--- config.mk ---
export PLATFORM = sky130hd
export DESIGN_NAME = taint_sum_scanner_flat
export DESIGN_NICKNAME = d
export VERILOG_FILES = /design/src/rtl/taint_sum_scanner_if.sv /design/src/rtl/taint_sum_scanner.sv /design/src/flat_wrapper.sv
export SDC_FILE = /design/constraint.sdc
export NUM_CORES = 1
export LEC_CHECK = 0
export ABC_AREA = 1
export CORE_MARGIN = 2
export CORE_UTILIZATION = 57
export DETAILED_ROUTE_END_ITERATION = 6
export PLACE_DENSITY = 0.91
export SLEW_MARGIN = 0
export SYNTH_ARGS = -nofsm -noshare
export SYNTH_HDL_FRONTEND = slang
export SYNTH_SLANG_ARGS = --single-unit
--- constraint.sdc ---
create_clock -name clock -period 4.7 [get_ports clock]
set_input_delay 0.705 -clock clock [delete_from_list [all_inputs] [get_ports clock]]
set_output_delay 0.705 -clock clock [all_outputs]
set_load 0.005 [all_outputs]
--- src/rtl/taint_sum_scanner_if.sv ---
// Control, sample and report bundle for taint_sum_scanner.
// rpt_first_cyc exists only when TAINT_SCAN_STAMP_EN is defined.
interface taint_sum_scanner_if #(
    parameter int NUM_SRC = 16,
    parameter int CNT_W   = 16,
    parameter int WIN_W   = 16
);
    localparam int PCW  = $clog2(NUM_SRC + 1);
    localparam int IDXW = (NUM_SRC > 1) ? $clog2(NUM_SRC) : 1;

    logic               start;
    logic               cont;
    logic [WIN_W-1:0]   window_len;
    logic [CNT_W-1:0]   threshold;
    logic [NUM_SRC-1:0] taint_sum_in;
    logic               busy;
    logic               rpt_valid;
    logic               rpt_ready;
    logic [CNT_W-1:0]   rpt_count;
    logic [PCW-1:0]     rpt_peak;
    logic               rpt_first_vld;
    logic [IDXW-1:0]    rpt_first_idx;
    logic               alarm;
`ifdef TAINT_SCAN_STAMP_EN
    logic [WIN_W-1:0]   rpt_first_cyc;

    modport master (
        output start, cont, window_len, threshold, taint_sum_in, rpt_ready,
        input  busy, rpt_valid, rpt_count, rpt_peak, rpt_first_vld, rpt_first_idx, alarm,
               rpt_first_cyc
    );
    modport slave (
        input  start, cont, window_len, threshold, taint_sum_in, rpt_ready,
        output busy, rpt_valid, rpt_count, rpt_peak, rpt_first_vld, rpt_first_idx, alarm,
               rpt_first_cyc
    );
`else
    modport master (
        output start, cont, window_len, threshold, taint_sum_in, rpt_ready,
        input  busy, rpt_valid, rpt_count, rpt_peak, rpt_first_vld, rpt_first_idx, alarm
    );
    modport slave (
        input  start, cont, window_len, threshold, taint_sum_in, rpt_ready,
        output busy, rpt_valid, rpt_count, rpt_peak, rpt_first_vld, rpt_first_idx, alarm
    );
`endif
endinterface

--- src/rtl/taint_sum_scanner.sv ---
// Windowed popcount monitor for taint_sum bits: per-window total, peak, first source, sticky alarm.
// Define TAINT_SCAN_STAMP_EN to add rpt_first_cyc (sample index of the first tainted cycle).
module taint_sum_scanner #(
    parameter int NUM_SRC = 16,
    parameter int CNT_W   = 16,
    parameter int WIN_W   = 16
) (
    input  logic clock,
    input  logic reset_n,
    taint_sum_scanner_if.slave bus
);
    localparam int PCW  = $clog2(NUM_SRC + 1);
    localparam int IDXW = (NUM_SRC > 1) ? $clog2(NUM_SRC) : 1;
    localparam int SUMW = ((CNT_W > PCW) ? CNT_W : PCW) + 1;
    localparam logic [CNT_W-1:0] CNT_MAX = {CNT_W{1'b1}};

    typedef enum logic [1:0] {IDLE, SCAN, REPORT} state_t;

    state_t             state;
    logic [WIN_W-1:0]   win_len;
    logic [WIN_W-1:0]   win_cnt;
    logic [CNT_W-1:0]   count;
    logic [PCW-1:0]     peak;
    logic               first_vld;
    logic [IDXW-1:0]    first_idx;
    logic               alarm;
    logic               busy;
    logic               rpt_valid;
`ifdef TAINT_SCAN_STAMP_EN
    logic [WIN_W-1:0]   first_cyc;
`endif

    // Anything that is not a solid 1 (X/Z from uninitialised cells) counts as untainted.
    function automatic logic [NUM_SRC-1:0] sanitise(input logic [NUM_SRC-1:0] v);
        logic [NUM_SRC-1:0] s;
        for (int i = 0; i < NUM_SRC; i++)
            s[i] = (v[i] === 1'b1);
        return s;
    endfunction

    function automatic logic [PCW-1:0] popcount(input logic [NUM_SRC-1:0] v);
        logic [PCW-1:0] n;
        n = '0;
        for (int i = 0; i < NUM_SRC; i++)
            if (v[i]) n = n + PCW'(1);
        return n;
    endfunction

    function automatic logic [IDXW-1:0] lowest_idx(input logic [NUM_SRC-1:0] v);
        logic [IDXW-1:0] idx;
        idx = '0;
        for (int i = NUM_SRC - 1; i >= 0; i--)
            if (v[i]) idx = IDXW'(i);
        return idx;
    endfunction

    function automatic logic [CNT_W-1:0] sat_add(input logic [CNT_W-1:0] a, input logic [PCW-1:0] b);
        logic [SUMW-1:0] s;
        s = SUMW'(a) + SUMW'(b);
        return (s > SUMW'(CNT_MAX)) ? CNT_MAX : s[CNT_W-1:0];
    endfunction

    logic [NUM_SRC-1:0] taint;
    logic [PCW-1:0]     pc;
    logic [CNT_W-1:0]   count_nxt;
    logic [WIN_W-1:0]   len_in;
    logic               new_win;
    logic               clr_alarm;
    logic               last_sample;

    always_comb begin
        taint       = sanitise(bus.taint_sum_in);
        pc          = popcount(taint);
        count_nxt   = sat_add(count, pc);
        len_in      = (bus.window_len == '0) ? WIN_W'(1) : bus.window_len;
        // start restarts from IDLE or SCAN; an accepted report with cont re-arms without touching alarm
        clr_alarm   = bus.start && (state != REPORT);
        new_win     = clr_alarm || ((state == REPORT) && bus.rpt_ready && bus.cont);
        last_sample = (win_cnt == win_len - WIN_W'(1));
    end

    always_ff @(posedge clock or negedge reset_n) begin
        if (!reset_n) begin
            state     <= IDLE;
            win_len   <= '0;
            win_cnt   <= '0;
            count     <= '0;
            peak      <= '0;
            first_vld <= 1'b0;
            first_idx <= '0;
            alarm     <= 1'b0;
            busy      <= 1'b0;
            rpt_valid <= 1'b0;
`ifdef TAINT_SCAN_STAMP_EN
            first_cyc <= '0;
`endif
        end else if (new_win) begin
            state     <= SCAN;
            busy      <= 1'b1;
            rpt_valid <= 1'b0;
            win_len   <= len_in;
            win_cnt   <= '0;
            count     <= '0;
            peak      <= '0;
            first_vld <= 1'b0;
            first_idx <= '0;
            if (clr_alarm) alarm <= 1'b0;
`ifdef TAINT_SCAN_STAMP_EN
            first_cyc <= '0;
`endif
        end else begin
            case (state)
                SCAN: begin
                    count   <= count_nxt;
                    win_cnt <= win_cnt + WIN_W'(1);
                    if (pc > peak) peak <= pc;
                    if (!first_vld && (pc != '0)) begin
                        first_vld <= 1'b1;
                        first_idx <= lowest_idx(taint);
`ifdef TAINT_SCAN_STAMP_EN
                        first_cyc <= win_cnt;
`endif
                    end
                    if ((bus.threshold != '0) && (count_nxt >= bus.threshold)) alarm <= 1'b1;
                    if (last_sample) begin
                        state     <= REPORT;
                        rpt_valid <= 1'b1;
                    end
                end
                REPORT: begin
                    if (bus.rpt_ready) begin
                        state     <= IDLE;
                        busy      <= 1'b0;
                        rpt_valid <= 1'b0;
                    end
                end
                default: state <= IDLE;
            endcase
        end
    end

    assign bus.busy          = busy;
    assign bus.rpt_valid     = rpt_valid;
    assign bus.rpt_count     = count;
    assign bus.rpt_peak      = peak;
    assign bus.rpt_first_vld = first_vld;
    assign bus.rpt_first_idx = first_idx;
    assign bus.alarm         = alarm;
`ifdef TAINT_SCAN_STAMP_EN
    assign bus.rpt_first_cyc = first_cyc;
`endif
endmodule

--- src/flat_wrapper.sv ---
// flat-port wrapper written by rule: the top's interface ports become plain ports
module taint_sum_scanner_flat 
#(
    parameter int NUM_SRC = 16,
    parameter int CNT_W   = 16,
    parameter int WIN_W   = 16
)
  (clock, reset_n, bus_start, bus_cont, bus_window_len, bus_threshold, bus_taint_sum_in, bus_rpt_ready, bus_busy, bus_rpt_valid, bus_rpt_count, bus_rpt_peak, bus_rpt_first_vld, bus_rpt_first_idx, bus_alarm);
  taint_sum_scanner_if #(.NUM_SRC(NUM_SRC), .CNT_W(CNT_W), .WIN_W(WIN_W)) bus_i ();
  input  logic clock;
  input  logic reset_n;
  input wire logic [$bits(bus_i.start)-1:0] bus_start;
  input wire logic [$bits(bus_i.cont)-1:0] bus_cont;
  input wire logic [$bits(bus_i.window_len)-1:0] bus_window_len;
  input wire logic [$bits(bus_i.threshold)-1:0] bus_threshold;
  input wire logic [$bits(bus_i.taint_sum_in)-1:0] bus_taint_sum_in;
  input wire logic [$bits(bus_i.rpt_ready)-1:0] bus_rpt_ready;
  output wire logic [$bits(bus_i.busy)-1:0] bus_busy;
  output wire logic [$bits(bus_i.rpt_valid)-1:0] bus_rpt_valid;
  output wire logic [$bits(bus_i.rpt_count)-1:0] bus_rpt_count;
  output wire logic [$bits(bus_i.rpt_peak)-1:0] bus_rpt_peak;
  output wire logic [$bits(bus_i.rpt_first_vld)-1:0] bus_rpt_first_vld;
  output wire logic [$bits(bus_i.rpt_first_idx)-1:0] bus_rpt_first_idx;
  output wire logic [$bits(bus_i.alarm)-1:0] bus_alarm;
  assign bus_i.start = bus_start;
  assign bus_i.cont = bus_cont;
  assign bus_i.window_len = bus_window_len;
  assign bus_i.threshold = bus_threshold;
  assign bus_i.taint_sum_in = bus_taint_sum_in;
  assign bus_i.rpt_ready = bus_rpt_ready;
  assign bus_busy = bus_i.busy;
  assign bus_rpt_valid = bus_i.rpt_valid;
  assign bus_rpt_count = bus_i.rpt_count;
  assign bus_rpt_peak = bus_i.rpt_peak;
  assign bus_rpt_first_vld = bus_i.rpt_first_vld;
  assign bus_rpt_first_idx = bus_i.rpt_first_idx;
  assign bus_alarm = bus_i.alarm;
  taint_sum_scanner #(.NUM_SRC(NUM_SRC), .CNT_W(CNT_W), .WIN_W(WIN_W)) u_core (.clock(clock), .reset_n(reset_n), .bus(bus_i));
endmodule
==> impl_metrics.csv, run 1 <==
group,metric,value,unit
floorplanning,dieHeight,108,um
synthesis,synth_compound_area_share,11.2,%
floorplanning,rows,38,
floorplanning,io_pins,82,
synthesis,syn_area,6220,um^2
placement,dp_hpwl,13.8,mm
grt,grtUsageTotal,75.3,%
grt,grt_start_max_net_pins,64,
synthesis,yosys.area_share.simple,38.4,%
cts,numCtsBuffers,9,
placement,dp.cells,1279,
cts,cts.sinks,63,
placement,gp_congestion,0.925,
synthesis,synthArstFlopShare,100,%
synthesis,syn-num-nets,1038,
status,outcome,"stopped before the end",
placement,place_area,8360,um^2
placement,numPortBuffers,81,
synthesis,ys_types,49,
grt,grt-ovfl-total,1,
status,error,"[ERROR GRT-0232] Routing congestion too high. Check the congestion heatmap in the GUI.",
synthesis,netlist.area_leader.share,25.3,%
synthesis,synth_edf_count,0,
synthesis,syn_inst,937,
synthesis,synth_top_cell_by_area,"dfrtp_1",
synthesis,avgSynthCellArea,6.64,um^2
synthesis,synthMuxAreaShare,0,%
synthesis,yosysWarningCount,0,
cts,h-tree-depth,3,
synthesis,seq_area_frac_synth,25.3,%
cts,cts_buffer_depth,2,
floorplanning,initial_core_util,57.9,%
synthesis,synthFlopType,"dfrtp_1",
cts,root_buffer,"clkbuf_8",
synthesis,synth.top_cells.by_area,"dfrtp_1 25%, nand2_1 16%, ha_1 9.4%, inv_1 8.6%, nand3_1 5.2%",
synthesis,synthXorXnorAreaFrac,5.49,%
floorplanning,fp.dieW,108,um
synthesis,synth_adder_area_share,9.77,%
placement,place_ws,-6.22,ns
cts,postCtsHoldBufs,0,
synthesis,ys_seq_elements,63,
status,stop_stage,"global routing (5_1_grt)",
synthesis,synth_top_family_by_area,"simple AND/OR/NAND/NOR gates",
==> cell usage after synthesis (3+ instances only) <==
master and count:
nand2_4 7, xnor2_1 13, or2_2 5, ha_1 47
nor3_1 16, nand2_2 24, o21ai_1 6, clkbuf_1 7
a211oi_1 4, a21oi_1 31, clkinv_1 3, nand3b_1 6
o31ai_1 5, nand3_1 65, inv_2 5, dfrtp_1 63
nand3_2 19, inv_1 143, a22o_1 4, nand2_1 265
o22ai_1 4, a21boi_0 3, nor2_1 63, nor4_1 16
o21ai_0 47, xor2_1 26, nand4_1 14
==> cell families after synthesis <==
logic type,after synthesis
AO/OA/AOI/OAI,119
adder cells (fa/ha/maj),48
buffers and inverters,161
XOR/XNOR,39
AND/OR/NAND/NOR,507
flip-flops,63
==> per-layer routing <==
metal / GRT usage (%) / GRT overflow
met3: 69.1 / 0
met5: 51.3 / 0
met2: 87.2 / 0
met4: 70.0 / 1
met1: 73.3 / 0
==> what timing repair did <==
item,CTS
setup endpoints to repair,27
resized for setup,122
pin swaps,83
setup buffers,50
==> through the flow <==
step	utilization [%]	TNS, ns
CTS	87.1	-86.37
floorplan	-	-77.61
detailed placement	77.8	-113.77
global placement	77.8	-104.12
==> run 2: changes to the inputs <==
CORE_UTILIZATION = 40   (was 57)
PLACE_DENSITY = default   (was 0.91)
PLACE_DENSITY_LB_ADDON = 0.15   (was default)
==> run 2 against run 1 <==
- the flow now finishes, with violations (setup timing)
- synthesized area is the same
- synthesized cell count is the same
==> impl_metrics.csv, run 2 <==
group,metric,value,unit
worst_setup_path,cp-start-kind,"input port",
finish,final_common_cell,"nand2_1",
cts,cts.sinks,63,
floorplanning,initial_core_util,40.9,%
power,p_leak,5.12,nW
cts,cts_tree,"done",
finish,antenna_cells,0,
power,p_comb_share,63.5,%
job,drv_cap,0,
worst_setup_path,cp.arrival,9.88,ns
sta,finalHoldViolations,0,
finish,finalNetCount,1319,
finish,area_delta_synth_final,59.5,%
power,sequentialPowerShare,18.9,%
worst_setup_path,max_stage_delay,0.38,ns
sta,fin_worst_skew,0.00610,ns
sta,min_period,9.67,ns
drt,drc,0,
synthesis,synth.top_cells.by_area,"dfrtp_1 25%, nand2_1 16%, ha_1 9.4%, inv_1 8.6%, nand3_1 5.2%",
floorplanning,fp.dieW,129,um
drt,via_per_inst,4.89,
floorplanning,rows,45,
sta,rsz0062_at_grt,"true",
drt,num_vias,6903,
power,p_sw,1.62,mW
worst_setup_path,crit_buf_inv,8,
grt,grt-ovfl-total,0,
sta,setup_ws,-4.97,ns
drt,drt_iter0_drc,271,
power,power.density,393,nW/um^2
floorplanning,die_area,16600,um^2
synthesis,avgSynthCellArea,6.64,um^2
synthesis,ys_types,49,
sta,max_slew_margin,37.4,%
synthesis,yosysWarningCount,0,
placement,numPortBuffers,81,
cts,postCtsHoldBufs,0,
placement,gp_congestion,0.806,
grt,grt_pass1_wl,29.9,mm
sta,max_freq,103,MHz
synthesis,ys_seq_elements,63,
synthesis,netlist.area_leader.share,25.3,%
synthesis,seq_area_frac_synth,25.3,%
sta,min_period_over_period,206,%
sta,finalMaxSlewViolations,0,
grt,grt_start_max_net_pins,38,
worst_setup_path,crit_family,"compound AO/OA/AOI/OAI gates",
worst_setup_path,critPathCaptureType,"register",
cts,root_buffer,"clkbuf_16",
synthesis,syn_inst,937,
power,peakVddDrop,0.000233,V
status,outcome,"finished, violations left",
drt,post_drt_wl_per_cell,12.8,um
cts,clk_latency,0.34,ns
worst_setup_path,worstPathRequired,4.92,ns
power,p_clk_share,17.6,%
cts,clk_pin_slew,0.06,ns
power,finalPower,3.90,mW
sta,worstMarginPinSlew,0.936,ns
grt,grtUsageTotal,21.8,%
synthesis,syn-num-nets,1038,
floorplanning,core_area,15200,um^2
finish,final_cell_mix,"221 x nand2_1, 169 x buf_4, 130 x inv_1",
power,swShare,41.6,%
cts,numCtsBuffers,9,
cts,h-tree-depth,3,
synthesis,synth_edf_count,0,
synthesis,ys_top_cells_by_count,"265 x nand2_1, 143 x inv_1, 65 x nand3_1",
synthesis,synth.most_common_cell,"nand2_1",
hold_path,hold_path_class,"in -> async",
drt,finalWirelength,18.1,mm
synthesis,synthArstFlopShare,100,%
grt,grt_pass1_vias,6705,
grt,antenna_found_initial,0,
drt,antenna_left,0,
sta,setup_viol,27,
synthesis,syn_area,6220,um^2
synthesis,synthFlopType,"dfrtp_1",
worst_setup_path,path_max_fanout,3,
drt,first_pass_iters,5,
placement,dp_hpwl,12.5,mm
cts,cts_buffer_depth,2,
worst_setup_path,setup.worst_path.class,"in -> reg",
finish,layout-drive-gt1-share,33.9,%
floorplanning,io_pins,82,
floorplanning,dieHeight,129,um
sta,hold_slack,0.441,ns
power,p_int,2.28,mW
synthesis,synth_top_cell_by_area,"dfrtp_1",
worst_setup_path,crit_slowest_cell,"fa_2",
status,violations,"setup timing",
[run 2: cell type report]
class	instances	area (um^2)
fillers	1266	5270
multi-input cells	713	4770
repair buffers	280	2450
flip-flops and latches	63	1580
inverters	151	589
clock buffers	10	239
well taps	188	235
clock inverters	6	68.8
[run 2: worst paths after layout]
kind,from,endpoint,slack [ns],cells after the start
hold reg to reg,u_core.bus.busy,u_core.bus.busy,0.47,2
max in group asynchronous,reset_n,u_core.win_len[5],3.35,2
setup / recovery,bus_taint_sum_in[1],u_core.bus.alarm,-4.97,67
setup reg to reg,u_core.bus.rpt_count[0],u_core.bus.alarm,0.29,27
hold / removal,reset_n,u_core.win_len[13],0.44,1
min in group clock,u_core.bus.busy,u_core.bus.busy,0.47,2
[run 2: repair_timing]
action | in CTS | in global routing
pin swaps | 92 | 74
gates resized for setup | 114 | 70
endpoints found under the setup margin | 27 | 27
setup buffers | 69 | 12
gates cloned | 0 | 0
[run 2: cells by family after synthesis]
family	Yosys count	share of synthesized area, %
flops	63	25.3
buf+inv	161	9.85
simple gates	507	38.4
xor+xnor	39	5.49
compound gates	119	11.2
fa+ha+maj	48	9.77
[run 2: metal layers]
layer	vias up	wire, um	GRT usage, %
met4	0	397	7.61
met3	27	597	2.58
met2	139	8830	38.8
li1	3609	-	-
met1	3128	8280	27.3
met5	-	0	0
[run 2: power by group through the flow]
stage | clock, mW | combinational [mW] | sequential [mW]
2_1_floorplan | 0 | 1.19 | 0.720
3_3_place_gp | 0 | 1.90 | 0.743
3_5_place_dp | 0 | 1.93 | 0.743
4_1_cts | 0.691 | 2.28 | 0.737
5_1_grt | 0.717 | 2.74 | 0.751
6_report | 0.685 | 2.48 | 0.737
[run 2: worst reg2reg max path: stages, from the launching register on]
cell,delay [ns]
dfrtp_1,0.38
ha_1,0.16
inv_1,0.06
fa_2,0.39
o31ai_4,0.27
a21oi_2,0.12
nor4_4,0.28
nand2_2,0.13
nor2_4,0.13
nand4_1,0.12
inv_1,0.12
nor2_2,0.06
ha_1,0.29
inv_1,0.07
nand2_2,0.05
a21oi_2,0.12
o21ai_1,0.08
nand2_1,0.09
a21boi_2,0.06
o21a_1,0.20
o21ai_2,0.15
nand2_1,0.09
a21oi_2,0.15
nor2_2,0.06
a211oi_2,0.21
o221ai_1,0.16
a41oi_1,0.23
a21oi_1,0.06
[run 2: through the flow]
| stage | worst slack, ns | TNS, ns | utilization (%) | std cells | area (um^2) |
|---|---|---|---|---|---|
| global route | -5.52 | -95.17 | 65.3 | 1411 | 9930 |
| finish | -4.97 | -83.96 | 65.3 | 1411 | 9930 |
| detailed placement | -6.03 | -110.12 | 55.7 | 1336 | 8470 |
| global placement | -5.80 | -105.73 | 55.7 | 1336 | 8470 |
| floorplan | -4.82 | -77.61 | - | 937 | 6440 |
| CTS | -4.62 | -83.28 | 63.1 | 1401 | 9590 |
Power figures use the tool's default switching activity.
==> edit 1, RTL diff (settings of run 2) <==
`CNT_W` is set to 16 in 3 places; all go to 14.
--- a/src/rtl/taint_sum_scanner_if.sv
+++ b/src/rtl/taint_sum_scanner_if.sv
@@ -2,7 +2,7 @@
 // rpt_first_cyc exists only when TAINT_SCAN_STAMP_EN is defined.
 interface taint_sum_scanner_if #(
     parameter int NUM_SRC = 16,
-    parameter int CNT_W   = 16,
+    parameter int CNT_W   = 14,
     parameter int WIN_W   = 16
 );
     localparam int PCW  = $clog2(NUM_SRC + 1);
--- a/src/rtl/taint_sum_scanner.sv
+++ b/src/rtl/taint_sum_scanner.sv
@@ -2,7 +2,7 @@
 // Define TAINT_SCAN_STAMP_EN to add rpt_first_cyc (sample index of the first tainted cycle).
 module taint_sum_scanner #(
     parameter int NUM_SRC = 16,
-    parameter int CNT_W   = 16,
+    parameter int CNT_W   = 14,
     parameter int WIN_W   = 16
 ) (
     input  logic clock,
--- a/src/flat_wrapper.sv
+++ b/src/flat_wrapper.sv
@@ -2,7 +2,7 @@
 module taint_sum_scanner_flat 
 #(
     parameter int NUM_SRC = 16,
-    parameter int CNT_W   = 16,
+    parameter int CNT_W   = 14,
     parameter int WIN_W   = 16
 )
   (clock, reset_n, bus_start, bus_cont, bus_window_len, bus_threshold, bus_taint_sum_in, bus_rpt_ready, bus_busy, bus_rpt_valid, bus_rpt_count, bus_rpt_peak, bus_rpt_first_vld, bus_rpt_first_idx, bus_alarm);
Interface: changed (resized bus_rpt_count and bus_threshold); port bits go from 82 to 78. The function was not compared with the original's and may differ.
==> edit 1 against run 2 <==
  * The flow still finishes with violations (setup timing)
  * Die area shrank 3.0%
  * Combinational power up 29%
  * Clock power grew 5.3%
  * Power rose by 20%
  * Sequential cell count fell by 2
  * Worst setup slack gained 0.63 ns
  * Sequential power about the same
  * Sequential share of layout area fell by 1.2 points
  * Cell area is 4.4% higher
  * Area after synthesis is 3.1% lower
  * Final cell count increased by 0.85%
  * Synthesized cell count is 1.8% lower
  * Routed wire length rose by 10%
  * Critical path type unchanged
  * Largest cell class unchanged
  * Highest routed layer unchanged
==> edit 1: results (changes against run 2) <==
slowest stage cell, crit path o31ai_4; pre-CTS setup slack -5.34 ns (+0.690 ns); Worst path max stage delay 0.29 ns (-0.09 ns); endpoints failing setup 25 (-7.4%); Post-CTS Setup Bufs 89 (+29%); pin count of the biggest net entering global routing 36 (-5.3%); post-synth cell types 44 (-10%); Clock Skew 0.00540 ns (-0.000704 ns); worst setup margin -4.34 ns (+0.629 ns); wirelength, routed 20000 um (+10%); Rel. slew slack 25.5% (-12 points); Post-Layout Cell Count 1423 (+0.85%); layout cells sized above 1 40.2% (+6.3 points); WP data arrival 9.29 ns (-0.59 ns); syn_nets 1017 (-2.0%); count of input and output buffers 77 (-4.9%); Placed Instance Area 8300 um^2 (-2.0%); outcome complete, but fails checks; GRT Total Usage 23.4% (+1.6 points); Nets 1331 (+0.91%); cell count after synthesis 920 (-1.8%); initial detailed-routing violation count 301 (+11%); setup TNS -78.19 ns (+5.77 ns); vias in the first global route 6842 (+2.0%); post-CTS sizing 92 (-19%); routability congestion estimate 0.871 (+8.1%); Pre-antenna DRT Iters 7 (+2); worst vdd ir 229 uV (-1.5%); failing checks setup timing
edit 1: critical path: cells and delay by family:
kind,cells,cell delay [ns]
xor gates and xnor gates,1,0.13
AOI/OAI and AO/OA,5,0.77
adders and majority gates,3,0.78
buffers and inverters,41,4.73
and+or+nand+nor,25,2.09
edit 1: final timing paths:
kind,cells after the start,start,slack [ns],endpoint
hold / removal,1,reset_n,0.41,u_core.win_cnt[14]
setup / recovery,75,bus_taint_sum_in[1],-4.34,u_core.bus.rpt_peak[3]
hold reg to reg,2,u_core.bus.busy,0.48,u_core.bus.busy
min in group clock,2,u_core.bus.busy,0.48,u_core.bus.busy
setup reg to reg,24,u_core.bus.rpt_count[0],1.14,u_core.bus.alarm
max in group asynchronous,2,reset_n,3.37,u_core.bus.rpt_count[8]
edit 1: power by group:
group | internal (W) | switching, W | total (W)
logic | 0.00162 | 0.00159 | 0.00321
registers | 0.000630 | 0.000106 | 0.000736
clock network | 0.000479 | 0.000242 | 0.000721
edit 1: layer usage:
metal / share of wire (%) / GRT usage, % / up-vias
li1: - / - / 3625
met1: 43 / 29.5 / 3301
met2: 51 / 42.2 / 150
met3: 3.6 / 2.91 / 47
met4: 3.0 / 6.66 / 0
met5: 0 / 0 / -
edit 1: area by class of cell:
type / count / area, um^2
clock buffers: 11 / 243
clock inverters: 5 / 83.8
fillers: 1113 / 4280
inverters: 148 / 573
multi-input cells: 696 / 5050
flip-flops and latches: 61 / 1530
well taps: 184 / 230
repair buffers: 318 / 2660
edit 1: logic make-up after synthesis:
logic type	count (synthesis)	synth area share, %
buf+inv	163	10.2
compound gates	116	11.1
xor+xnor	37	5.38
simple gates	497	38.3
fa+ha+maj	46	9.67
flops	61	25.3
==> edit 2, RTL diff (config.mk and constraints of run 2) <==
Without the edit above. Encoding of `state_t`: now one-hot (3 bits for 3 states).
--- a/src/rtl/taint_sum_scanner.sv
+++ b/src/rtl/taint_sum_scanner.sv
@@ -14,7 +14,7 @@
     localparam int SUMW = ((CNT_W > PCW) ? CNT_W : PCW) + 1;
     localparam logic [CNT_W-1:0] CNT_MAX = {CNT_W{1'b1}};
 
-    typedef enum logic [1:0] {IDLE, SCAN, REPORT} state_t;
+    typedef enum logic [2:0] {IDLE = 3'b001, SCAN = 3'b010, REPORT = 3'b100} state_t;
 
     state_t             state;
     logic [WIN_W-1:0]   win_len;
Behaviour: no difference found for any inputs over 4 cycles, from zero or initial values and one cycle with reset_n low; so few cycles prove little.
==> edit 2 against run 2 <==
  * The flow still finishes with violations (setup timing)
  * Non-clock buffer count is 11 higher
  * Routed wire length increased by 9.3%
  * Critical path depth did not move
  * Sequential cell count grew 1
  * Cell area increased by 4.8%
  * Worst setup slack gained 0.052 ns
  * Area after synthesis increased by 2.3%
  * Clock skew is 0.0035 ns lower
  * Clock power grew 6.9%
  * Power rose by 6.5%
  * Sequential share of layout area is 0.47 points lower
==> edit 2: results (changes against run 2) <==
Compound-Gate Fraction of Synth Area 11.7% (+0.54 points); Synth Area in Adders 9.16% (-0.61 points); pre-CTS setup slack -5.88 ns (+0.150 ns); outcome complete, but fails checks; worst setup margin -4.92 ns (+0.0521 ns); Synth Warn # 0 (unchanged); Filler cells 1275 (+0.71%); first-pass GRT wire length 31400 um (+5.1%); routability congestion estimate 0.850 (+5.4%); initial detailed-routing violation count 273 (+0.74%); DP HPWL 13300 um (+6.4%); count of input and output buffers 81 (unchanged); Worst R2R Path Depth 27 (unchanged); top post-synthesis cells by area dfrtp_1 25%, nand2_1 14%, ha_1 8.8%; most instantiated cells after synthesis 244 x nand2_1, 135 x inv_1, 63 x dfrtp_1; setup TNS -84.50 ns (-0.543 ns); Synth Area in XOR/XNOR 5.23% (-0.26 points); GRT Total Usage 22.5% (+0.69 points); worst vdd ir 261 uV (+12%); Int Pwr 0.00246 W (+7.9%); Clock Skew 0.00261 ns (-0.00349 ns); leak pwr 5.27 nW (+2.9%); Vias per Instance 4.93 (+0.79%); layout cells sized above 1 39.6% (+5.8 points); endpoints failing setup 27 (unchanged); reg2reg setup slack 0.23 ns (-0.06 ns); DR WL/cell 13.7 um (+6.6%); failing checks setup timing; post-synthesis register bit count 64 (+1.6%); WP data arrival 9.82 ns (-0.06 ns); Pre-antenna DRT Iters 4 (-1); Slew @ Worst Pin 1.18 ns (+0.249 ns); Seq/Total Area, Yosys 25.2% (-0.14 points); post-synth cell types 52 (+6.1%); met3 wire length 552 um (-7.5%); M1 WL 8740 um (+5.6%); DR WL met2 10000 um (+13%); Nets 1326 (+0.53%); syn_nets 1034 (-0.39%); top sig layer met4; r2r startpoint u_core.bus.rpt_count[0]; pin count of the biggest net entering global routing 40 (+5.3%); vias in the first global route 6939 (+3.5%); combinational power share 65.1% (+1.6 points)
[edit 2: cell count changes after synthesis, sizes merged, moves of 3 or more]
| cell | change |
|---|---|
| o21ai | +8 |
| nor3 | +4 |
| a21oi | +6 |
| nor4 | -3 |
| nand2 | -3 |
| nand3 | -8 |
[edit 2: power by group through the flow]
stage	clock (W)	sequential (W)	combinational, W
finish	0.000732	0.000718	0.00270
floorplan	0	0.000703	0.00117
global route	0.000765	0.000727	0.00295
detailed placement	0	0.000719	0.00194
CTS	0.000738	0.000715	0.00242
global placement	0	0.000718	0.00192
[edit 2: layout make-up]
cell class / count / area, um^2 / area share (%)
clock buffer: 12 / 256 / 2.47
clock inverter: 3 / 65.1 / 0.625
inverter: 149 / 587 / 5.64
multi-input combinational: 712 / 5130 / 49.3
sequential: 64 / 1600 / 15.4
tap: 216 / 270 / 2.60
timing repair buffer: 291 / 2490 / 24.0
[edit 2: worst max-delay path, delay by kind of cell]
family          cells  cell delay [ns]
fa+ha+maj          10             2.68
xor+xnor            1             0.24
buf+inv             7             0.46
compound gates     21             2.61
simple gates       28             3.13
[edit 2: cell families (layout without fill, tap and decap cells)]
logic type / count (synthesis) / in the layout
simple gates: 497 / 497
buf+inv: 159 / 455
fa+ha+maj: 46 / 46
xor+xnor: 38 / 38
flops: 64 / 64
compound gates: 131 / 131
[edit 2: worst max-delay path by stage]
| stage | start | to | slack [ns] | cells past startpoint |
|---|---|---|---|---|
| 2_1_floorplan | bus_taint_sum_in[1] | u_core.bus.alarm | -4.60 | 70 |
| 3_3_place_gp | bus_taint_sum_in[1] | u_core.bus.alarm | -5.72 | 72 |
| 3_5_place_dp | bus_taint_sum_in[1] | u_core.bus.alarm | -5.88 | 69 |
| 4_1_cts | bus_taint_sum_in[1] | u_core.bus.alarm | -4.66 | 69 |
| 5_1_grt | bus_taint_sum_in[1] | u_core.bus.alarm | -5.55 | 67 |
| 6_report | bus_taint_sum_in[1] | u_core.bus.alarm | -4.92 | 67 |
[edit 2: metrics by stage]
step,std cells,hold WS (ns),cell area [um^2]
CTS,1447,0.410,9910
global route,1447,0.436,10400
global placement,1372,0.470,8750
floorplan,935,0.409,6590
detailed placement,1372,0.470,8750
finish,1447,0.392,10400
[edit 2: routing by layer]
layer | up-vias | GRT usage [%]
li1 | 3638 | -
met1 | 3330 | 28.5
met2 | 127 | 39.9
met3 | 40 | 2.50
met4 | 0 | 7.59
met5 | - | 0
[edit 2: what timing repair did]
| action | 4_1_cts | 5_1_grt |
|---|---|---|
| endpoints found under the hold margin | 0 | 0 |
| hold buffers | 0 | 0 |
| endpoints found under the setup margin | 27 | 27 |
| gates resized for setup | 110 | 123 |
| setup buffers | 71 | 22 |
| pin swaps | 84 | 94 |
